File: config.mk
export PLATFORM = sky130hd
export DESIGN_NAME = seq_alu
export DESIGN_NICKNAME = d
export VERILOG_FILES = /design/src/rtl/alu_pkg.sv /design/src/rtl/alu_iter_core.sv /design/src/rtl/seq_alu.sv
export SDC_FILE = /design/constraint.sdc
export NUM_CORES = 1
export LEC_CHECK = 0
export CAP_MARGIN = 20
export CORE_AREA = 2 2 103 105
export CTS_CLUSTER_SIZE = 8
export DETAILED_ROUTE_END_ITERATION = 16
export DIE_AREA = 0 0 105 107
export GPL_TIMING_DRIVEN = 0
export PLACE_DENSITY = 0.72
export SLEW_MARGIN = 20
export SYNTH_ARGS = -nofsm -noshare
export SYNTH_HDL_FRONTEND = slang
export SYNTH_SLANG_ARGS = --single-unit
File: constraint.sdc
create_clock -name clk -period 3.6 [get_ports clk]
set_input_delay 0.9 -clock clk [delete_from_list [all_inputs] [get_ports clk]]
set_output_delay 0.9 -clock clk [all_outputs]
set_load 0.005 [all_outputs]
File: src/rtl/alu_pkg.sv
// Shared opcodes and FSM state type for the sequential arithmetic unit.
//   OP_*    : 3-bit opcode values presented on seq_alu.op
//   state_e : controller state (IDLE / CALC / DONE)
package alu_pkg;

   localparam logic [2:0] OP_ADD  = 3'd0;
   localparam logic [2:0] OP_SUB  = 3'd1;
   localparam logic [2:0] OP_MULT = 3'd2;
   localparam logic [2:0] OP_DIV  = 3'd3;
   localparam logic [2:0] OP_MOD  = 3'd4;

   typedef enum logic [1:0] {
      IDLE = 2'd0,
      CALC = 2'd1,
      DONE = 2'd2
   } state_e;

endpackage

File: src/rtl/alu_iter_core.sv
// Iterative datapath: shift-add multiply and restoring divide sharing one
// 2W accumulator, an operand register and an iteration counter.
// Ports:
//   clk, rst_n     : clock, synchronous active-low reset
//   load_i         : capture operands, latch mode, counter <= W
//   en_i           : perform one iteration (ignored once counter is 0)
//   mul_i          : mode at load time, 1 = multiply, 0 = divide
//   a_i, b_i       : operands (multiplicand/multiplier or dividend/divisor)
//   last_c         : counter is 1, the current iteration is the final one
//   product_c      : accumulator value after this cycle's step (mul)
//   quotient_c     : low half of that value (div)
//   remainder_c    : high half of that value (div)
module alu_iter_core #(
   parameter int unsigned W = 8
) (
   input  logic           clk,
   input  logic           rst_n,
   input  logic           load_i,
   input  logic           en_i,
   input  logic           mul_i,
   input  logic [W-1:0]   a_i,
   input  logic [W-1:0]   b_i,
   output logic           last_c,
   output logic [2*W-1:0] product_c,
   output logic [W-1:0]   quotient_c,
   output logic [W-1:0]   remainder_c
);

   localparam int unsigned CW = $clog2(W + 1);

   logic [2*W-1:0] acc_q, acc_d;
   logic [W-1:0]   opnd_q, opnd_d;
   logic [CW-1:0]  cnt_q, cnt_d;
   logic           mul_q, mul_d;
   logic [W:0]     mul_sum;
   logic [W:0]     div_shift;
   logic [W:0]     div_trial;

   // Next accumulator: load, one multiply step, or one divide step.
   always_comb begin
      acc_d  = acc_q;
      opnd_d = opnd_q;
      cnt_d  = cnt_q;
      mul_d  = mul_q;

      // Multiply: upper half plus multiplicand, carry kept for the shift.
      mul_sum   = {1'b0, acc_q[2*W-1:W]} + {1'b0, opnd_q};
      // Divide: partial remainder shifted left, next dividend bit brought in.
      div_shift = {acc_q[2*W-1:W], acc_q[W-1]};
      div_trial = div_shift - {1'b0, opnd_q};

      if (load_i) begin
         mul_d  = mul_i;
         opnd_d = mul_i ? a_i : b_i;
         acc_d  = {W'(0), (mul_i ? b_i : a_i)};
         cnt_d  = CW'(W);
      end else if (en_i && (cnt_q != '0)) begin
         cnt_d = cnt_q - CW'(1);
         if (mul_q) begin
            acc_d = acc_q[0] ? {mul_sum, acc_q[W-1:1]} : {1'b0, acc_q[2*W-1:1]};
         end else if (!div_trial[W]) begin
            acc_d = {div_trial[W-1:0], acc_q[W-2:0], 1'b1};
         end else begin
            acc_d = {div_shift[W-1:0], acc_q[W-2:0], 1'b0};
         end
      end
   end

   always_ff @(posedge clk) begin
      if (!rst_n) begin
         acc_q  <= '0;
         opnd_q <= '0;
         cnt_q  <= '0;
         mul_q  <= 1'b0;
      end else begin
         acc_q  <= acc_d;
         opnd_q <= opnd_d;
         cnt_q  <= cnt_d;
         mul_q  <= mul_d;
      end
   end

   // Post-step values let the controller register the result on the same
   // edge that completes the final iteration.
   assign last_c      = (cnt_q == CW'(1));
   assign product_c   = acc_d;
   assign quotient_c  = acc_d[W-1:0];
   assign remainder_c = acc_d[2*W-1:W];

endmodule

File: src/rtl/seq_alu.sv
// Registered ADD/SUB/MULT/DIV/MOD unit with a start/done handshake.
// ADD/SUB/errors finish in one cycle; MULT/DIV/MOD iterate W cycles.
// Ports:
//   clk, rst_n : clock, synchronous active-low reset
//   start      : request, accepted in IDLE or DONE
//   op         : opcode (see alu_pkg), 5-7 invalid
//   a, b       : W-bit unsigned operands
//   busy       : operation iterating (CALC)
//   done       : one-cycle pulse, result/neg/err valid
//   result     : 2W-bit zero-extended result, held until next DONE
//   neg        : SUB borrow (a<b)
//   err        : divide by zero or invalid opcode
module seq_alu
   import alu_pkg::*;
#(
   parameter int unsigned W = 8
) (
   input  logic           clk,
   input  logic           rst_n,
   input  logic           start,
   input  logic [2:0]     op,
   input  logic [W-1:0]   a,
   input  logic [W-1:0]   b,
   output logic           busy,
   output logic           done,
   output logic [2*W-1:0] result,
   output logic           neg,
   output logic           err
);

   state_e         state_q, state_d;
   logic [2:0]     op_q, op_d;
   logic [2*W-1:0] result_q, result_d;
   logic           neg_q, neg_d;
   logic           err_q, err_d;
   logic           done_q, done_d;
   logic           busy_q, busy_d;

   logic           core_load, core_en, core_mul, core_last;
   logic [2*W-1:0] core_product;
   logic [W-1:0]   core_quotient, core_remainder;
   logic [W:0]     add_sum;
   logic [W-1:0]   sub_diff;

   assign add_sum  = {1'b0, a} + {1'b0, b};
   assign sub_diff = a - b;
   assign core_mul = (op == OP_MULT);

   alu_iter_core #(.W(W)) u_core (
      .clk         (clk),
      .rst_n       (rst_n),
      .load_i      (core_load),
      .en_i        (core_en),
      .mul_i       (core_mul),
      .a_i         (a),
      .b_i         (b),
      .last_c      (core_last),
      .product_c   (core_product),
      .quotient_c  (core_quotient),
      .remainder_c (core_remainder)
   );

   // Next-state and output-register values.
   always_comb begin
      state_d   = state_q;
      op_d      = op_q;
      result_d  = result_q;
      neg_d     = neg_q;
      err_d     = err_q;
      core_load = 1'b0;
      core_en   = 1'b0;

      unique case (state_q)
         IDLE, DONE: begin
            state_d = IDLE;
            if (start) begin
               op_d = op;
               case (op)
                  OP_ADD: begin
                     result_d = {(W-1)'(0), add_sum};
                     neg_d    = 1'b0;
                     err_d    = 1'b0;
                     state_d  = DONE;
                  end
                  OP_SUB: begin
                     result_d = {W'(0), sub_diff};
                     neg_d    = (a < b);
                     err_d    = 1'b0;
                     state_d  = DONE;
                  end
                  OP_MULT: begin
                     core_load = 1'b1;
                     state_d   = CALC;
                  end
                  OP_DIV, OP_MOD: begin
                     if (b == '0) begin
                        result_d = '0;
                        neg_d    = 1'b0;
                        err_d    = 1'b1;
                        state_d  = DONE;
                     end else begin
                        core_load = 1'b1;
                        state_d   = CALC;
                     end
                  end
                  default: begin
                     result_d = '0;
                     neg_d    = 1'b0;
                     err_d    = 1'b1;
                     state_d  = DONE;
                  end
               endcase
            end
         end
         CALC: begin
            core_en = 1'b1;
            if (core_last) begin
               state_d = DONE;
               neg_d   = 1'b0;
               err_d   = 1'b0;
               if (op_q == OP_MULT) begin
                  result_d = core_product;
               end else if (op_q == OP_DIV) begin
                  result_d = {W'(0), core_quotient};
               end else begin
                  result_d = {W'(0), core_remainder};
               end
            end
         end
         default: state_d = IDLE;
      endcase

      done_d = (state_d == DONE);
      busy_d = (state_d == CALC);
   end

   always_ff @(posedge clk) begin
      if (!rst_n) begin
         state_q  <= IDLE;
         op_q     <= '0;
         result_q <= '0;
         neg_q    <= 1'b0;
         err_q    <= 1'b0;
         done_q   <= 1'b0;
         busy_q   <= 1'b0;
      end else begin
         state_q  <= state_d;
         op_q     <= op_d;
         result_q <= result_d;
         neg_q    <= neg_d;
         err_q    <= err_d;
         done_q   <= done_d;
         busy_q   <= busy_d;
      end
   end

   assign busy   = busy_q;
   assign done   = done_q;
   assign result = result_q;
   assign neg    = neg_q;
   assign err    = err_q;

endmodule
==> results.py, run 1 <==
metrics = {
    "status": {
        "status": "complete, no violations",
    },
    "clock_tree": {
        "clkTransAtPathRegs_ns": 0.11,
        "clock-root-buffer": "clkbuf_8",
        "cts_max_path_buffers": 2,
        "cts_max_level": 2,
        "clk_latency_ns": 0.32,
        "cts_setup_buffers": 0,
        "cts_tree": "built",
        "cts_sinks": 54,
        "cts_inserted_buffers": 5,
    },
    "place": {
        "dp_hpwl_um": 11400,
        "dp.cells": 734,
        "gp_congestion": 0.952,
        "port-buffer-count": 41,
        "place_area_um2": 5020,
    },
    "logic_synthesis": {
        "synthesis.area_um2": 4440,
        "yosys_warnings": 0,
        "synth-async-reset-ratio_pct": 0,
        "synth-main-ff-cell": "dfxtp_1",
        "syn-mean-instance-area_um2": 7.97,
        "ys_ff_latch": 54,
        "yosysSeqAreaShare_pct": 24.3,
        "synth-edff-count": 0,
        "yosysTopAreaCell": "dfxtp_1",
        "synth_fp_nets": 618,
        "synthDistinctLibCells": 70,
        "synth_area_leaders": "dfxtp_1 (24%), ha_1 (9.9%), mux2i_1 (5.4%)",
        "syn_inst": 557,
        "synth_top_area_share_pct": 24.3,
    },
    "sta": {
        "slew_headroom_pct": 42.2,
        "fin_skew_ns": 0.0200,
        "finalMaxSlewViolations": 0,
        "setup_tns_ns": 0,
        "tightest_slew_ns": 0.863,
        "setup_violations": 0,
        "post-route-period-util_pct": 93.0,
        "period_needed_ns": 3.35,
        "rsz0062_at_grt": "false",
        "fmax_mhz": 299,
        "hold_viol_final": 0,
    },
    "detailed_routing": {
        "first_iter_violations": 487,
        "drt_wl_total_um": 14400,
        "wl_per_cell_um": 19.4,
        "vias": 4560,
        "routed_via_density": 6.15,
        "drc": 0,
        "first_pass_iters": 5,
        "drtAntennaViolNets": 0,
    },
    "die": {
        "core.rowCount": 37,
        "num_io_pins": 42,
        "dieArea_um2": 11200,
        "core-area_um2": 10100,
        "initial_core_util_pct": 44.0,
        "die_y_um": 107,
        "chipWidth_um": 105,
    },
    "global_route": {
        "grt_antenna_before_repair": 0,
        "grt_pass1_vias": 4360,
        "grt_overflow": 0,
        "grt_usage_pct": 25.9,
        "grt_pass1_wl_um": 23000,
        "grt_max_degree": 18,
    },
    "worst_setup_path": {
        "rr_endpoint": "u_core.acc_q[15]",
        "critPathKind": "in2reg",
        "cp.arrival_ns": 3.62,
        "rr_startpoint": "u_core.acc_q[7]",
        "crit_path_max_fanout": 9,
        "required_ns": 3.87,
        "endpoint_kind": "flip-flop",
        "start_kind": "input port",
        "rrSetupSlack_ns": 0.27,
        "rr_worst_depth": 12,
    },
    "power_and_ir_drop": {
        "leakage_nw": 1.96,
        "ir_drop_mv": 0.172,
        "powerDensity_nw_per_um2": 308,
    },
    "layout": {
        "final_nets": 666,
        "utilization_pct": 50.8,
        "final_common_cell": "dfxtp_1",
        "final_layout_size_suffix_gt1_share_pct": 5.12,
        "num_antenna_cells": 0,
        "multi_input_area_um2": 3110,
        "syn_to_final_growth_pct": 15.4,
        "fill_cells": 1017,
        "final_cell_area_um2": 5130,
        "fin_cells": 742,
        "seqCellArea_um2": 1080,
        "most-common-layout-cells": "dfxtp_1 (54), nor2_1 (51), a21oi_1 (42)",
    },
    "hold_path": {
        "hold_depth": 2,
        "min_path_type": "reg2reg",
        "hold_end": "result[9]",
        "hold_start": "result[9]",
    },
    "job": {
        "maxCapViolations": 0,
    },
}
==> final cells by class <==
type | instances | share of cell area (%)
buffer | 29 | 2.46
clock buffer | 6 | 1.61
clock inverter | 2 | 0.317
inverter | 34 | 2.49
multi-input combinational | 440 | 60.7
sequential | 54 | 21.1
tap | 136 | 3.32
timing repair buffer | 41 | 8.00
==> report_power, final <==
group	internal, mW	leakage [nW]	switching [mW]
combinational	0.226	1.47	0.322
sequential	0.630	0.440	0.0251
clock	0.159	0.0478	0.219
==> metrics by stage <==
stage | power, mW | hold WS, ns | setup WS, ns
floorplan | 1.02 | 0.446 | 0.874
global placement | 1.19 | 0.441 | -0.152
detailed placement | 1.20 | 0.444 | -0.156
CTS | 1.57 | 0.473 | 0.170
global route | 1.65 | 0.490 | 0.0789
finish | 1.58 | 0.465 | 0.251
==> metal layers <==
layer	routed length, µm	share of wire (%)	global-route usage (%)
met5	0	0	0
met4	748	5.2	13.3
met3	881	6.1	4.01
met2	6450	45	41.7
met1	6310	44	33.5
==> synth_stat cells (5+ instances only) <==
cell and number:
o211ai_1 6, o221ai_1 5, nor3_1 12, nor2_1 51, and2_1 5, o21ai_1 5, nand2b_1 9, a21oi_1 42
a211oi_1 32, o21a_1 5, nor4_1 11, nor2b_1 18, a221oi_1 5, ha_1 35, nand3_1 7, clkbuf_1 22
nand2_1 33, a31oi_1 6, dfxtp_1 54, xor2_1 5, xnor2_1 9, a21o_1 9, mux2i_1 24, inv_1 34
o21ai_0 33
==> worst max-delay path, stage by stage <==
cell	delay, ns
clkdlybuf4s50_1	0.46
nor2b_1	0.12
clkbuf_1	0.41
nand2_1	0.12
o211ai_2	0.37
nand2_1	0.16
or3_1	0.46
nor3_1	0.45
a211o_1	0.16
==> worst max-delay path by stage <==
stage | from | endpoint | cells past startpoint
after global routing | b[4] | result[8] | 8
after detailed placement | b[1] | result[8] | 8
after floorplan | u_core.acc_q[7] | result[4] | 12
after global placement | b[1] | result[8] | 8
after CTS | b[1] | result[8] | 8
final | start | result[8] | 9
==> sequential cells by signal, summed over array words and instances, names as in the netlist <==
| register | count |
|---|---|
| result | 16 |
| u_core.acc_q | 16 |
| u_core.opnd_q | 8 |
| u_core.cnt_q | 4 |
| op_q | 3 |
| state_q | 2 |
| busy | 1 |
| done | 1 |
| err | 1 |
| neg | 1 |
| u_core.mul_q | 1 |
==> kinds of logic after synthesis <==
kind of cell | share of synthesized area (%)
mux | 6.59
compound gates | 29.9
fa+ha+maj | 11.7
buf+inv | 5.72
simple gates | 19.0
xor+xnor | 2.76
flops | 24.3
==> timing repair <==
item / CTS / global route
setup endpoints to repair: 0 / 1
hold buffers: 0 / 0
gates resized for setup: 0 / 1
Note: power is estimated with default switching activity, not from simulation.
==> run 2, diff against run 1 <==
--- a/config.mk
+++ b/config.mk
@@ -10,6 +10,7 @@
 export CTS_CLUSTER_SIZE = 8
 export DETAILED_ROUTE_END_ITERATION = 16
 export DIE_AREA = 0 0 105 107
+export GPL_ROUTABILITY_DRIVEN = 0
 export GPL_TIMING_DRIVEN = 0
 export PLACE_DENSITY = 0.72
 export SLEW_MARGIN = 20
==> run 2 against run 1 <==
Clock-buffer cell count fell by 1. Global-route usage fell by 1.5 points. Setup slack got worse by 0.027 ns. Via count fell by 1.6%. Critical path type unchanged. Largest power group unchanged. Highest routed layer unchanged.
==> results.py, run 2 (synthesis gave the netlist of run 1 again) <==
metrics = {
    "layout": {
        "final_common_cell": "dfxtp_1",
        "final_nets": 666,
        "most-common-layout-cells": "dfxtp_1 (54), nor2_1 (51), a21oi_1 (42)",
        "final_layout_size_suffix_gt1_share_pct": 4.96,
        "utilization_pct": 50.7,
        "syn_to_final_growth_pct": 15.1,
        "final_cell_area_um2": 5110,
        "num_antenna_cells": 0,
    },
    "worst_setup_path": {
        "cp.arrival_ns": 3.59,
        "required_ns": 3.81,
        "endpoint_kind": "flip-flop",
        "critPathKind": "in2reg",
        "crit_path_max_fanout": 5,
        "start_kind": "input port",
    },
    "die": {
        "chipWidth_um": 105,
        "num_io_pins": 42,
        "dieArea_um2": 11200,
        "initial_core_util_pct": 44.0,
        "core-area_um2": 10100,
        "core.rowCount": 37,
        "die_y_um": 107,
    },
    "sta": {
        "fin_skew_ns": 0.0140,
        "tightest_slew_ns": 0.848,
        "rsz0062_at_grt": "false",
        "finalMaxSlewViolations": 0,
        "slew_headroom_pct": 43.2,
        "setup_tns_ns": 0,
        "fmax_mhz": 296,
        "period_needed_ns": 3.38,
        "hold_viol_final": 0,
        "setup_violations": 0,
        "post-route-period-util_pct": 93.8,
    },
    "global_route": {
        "grt_antenna_before_repair": 0,
        "grt_usage_pct": 24.4,
        "grt_overflow": 0,
        "grt_pass1_wl_um": 22000,
        "grt_max_degree": 17,
        "grt_pass1_vias": 4267,
    },
    "power_and_ir_drop": {
        "p_sw_mw": 0.542,
        "p_int_mw": 0.988,
        "switching_share_pct": 35.4,
        "p_clk_share_pct": 22.2,
        "p_seq_share_pct": 42.8,
        "ir_drop_mv": 0.174,
        "combPwrFrac_pct": 35.0,
        "powerDensity_nw_per_um2": 299,
        "leakage_nw": 1.94,
    },
    "clock_tree": {
        "clkTransAtPathRegs_ns": 0.10,
        "clk_latency_ns": 0.32,
        "cts_tree": "built",
        "cts_inserted_buffers": 5,
        "cts_max_level": 2,
        "cts_max_path_buffers": 2,
        "cts_setup_buffers": 0,
        "cts_sinks": 54,
        "clock-root-buffer": "clkbuf_8",
    },
    "detailed_routing": {
        "first_iter_violations": 358,
        "drc": 0,
        "drtAntennaViolNets": 0,
        "wl_per_cell_um": 18.3,
        "routed_via_density": 6.06,
        "vias": 4488,
        "drt_wl_total_um": 13600,
        "first_pass_iters": 5,
    },
    "status": {
        "status": "complete, no violations",
    },
    "place": {
        "dp_hpwl_um": 10700,
        "port-buffer-count": 41,
        "place_area_um2": 5020,
    },
    "job": {
        "maxCapViolations": 0,
    },
    "hold_path": {
        "min_path_type": "reg2reg",
    },
}
[run 2: worst paths after layout]
path / start / end / slack, ns / cells past startpoint
worst max-delay path: b[1] / result[7] / 0.22 / 10
worst max register to register: u_core.acc_q[7] / u_core.acc_q[15] / 0.40 / 12
worst min register to register: result[13] / result[13] / 0.47 / 1
worst min-delay path: result[13] / result[13] / 0.47 / 1
[run 2: worst max-delay path, stage by stage]
cell and delay, ns:
clkdlybuf4s50_1 0.62, inv_1 0.13, ha_1 0.30, nor2b_1 0.15
o2111a_1 0.25, o311a_1 0.36, o21a_1 0.20, o31a_1 0.30
nor3_1 0.27, o2bb2ai_1 0.09
[run 2: metrics by stage]
stage / power [mW] / instances / hold slack, ns / setup slack, ns
CTS: 1.52 / 741 / 0.471 / 0.183
floorplan: 1.02 / 557 / 0.446 / 0.874
detailed placement: 1.19 / 734 / 0.446 / -0.147
global placement: 1.18 / 734 / 0.438 / -0.160
finish: 1.53 / 741 / 0.466 / 0.224
global route: 1.61 / 741 / 0.488 / 0.0863
[run 2: timing repair]
item | CTS | global route
gates resized for setup | 0 | 1
endpoints found under the setup margin | 0 | 5
hold buffers | 0 | 0
endpoints found under the hold margin | 0 | 0
[run 2: power groups by stage]
stage	Clock (mW)	Sequential, mW	Combinational (mW)
after global routing	0.364	0.658	0.587
final	0.339	0.655	0.536
after detailed placement	0	0.668	0.522
after floorplan	0	0.662	0.359
after CTS	0.343	0.654	0.526
after global placement	0	0.667	0.512
[run 2: layout make-up]
cell class | count | area (µm²)
timing repair buffer | 41 | 410
clock buffer | 5 | 68.8
buffer | 29 | 126
tap | 136 | 170
fill | 1017 | 4980
inverter | 34 | 128
sequential | 54 | 1080
multi-input combinational | 440 | 3110
clock inverter | 2 | 15.0
[run 2: layer usage]
layer,vias to the layer above,share of wire [%],track usage [%]
li1,2164,-,-
met1,2076,44,32.2
met2,211,46,41.0
met3,37,6.7,3.16
met4,0,3.4,8.48
met5,-,0,0
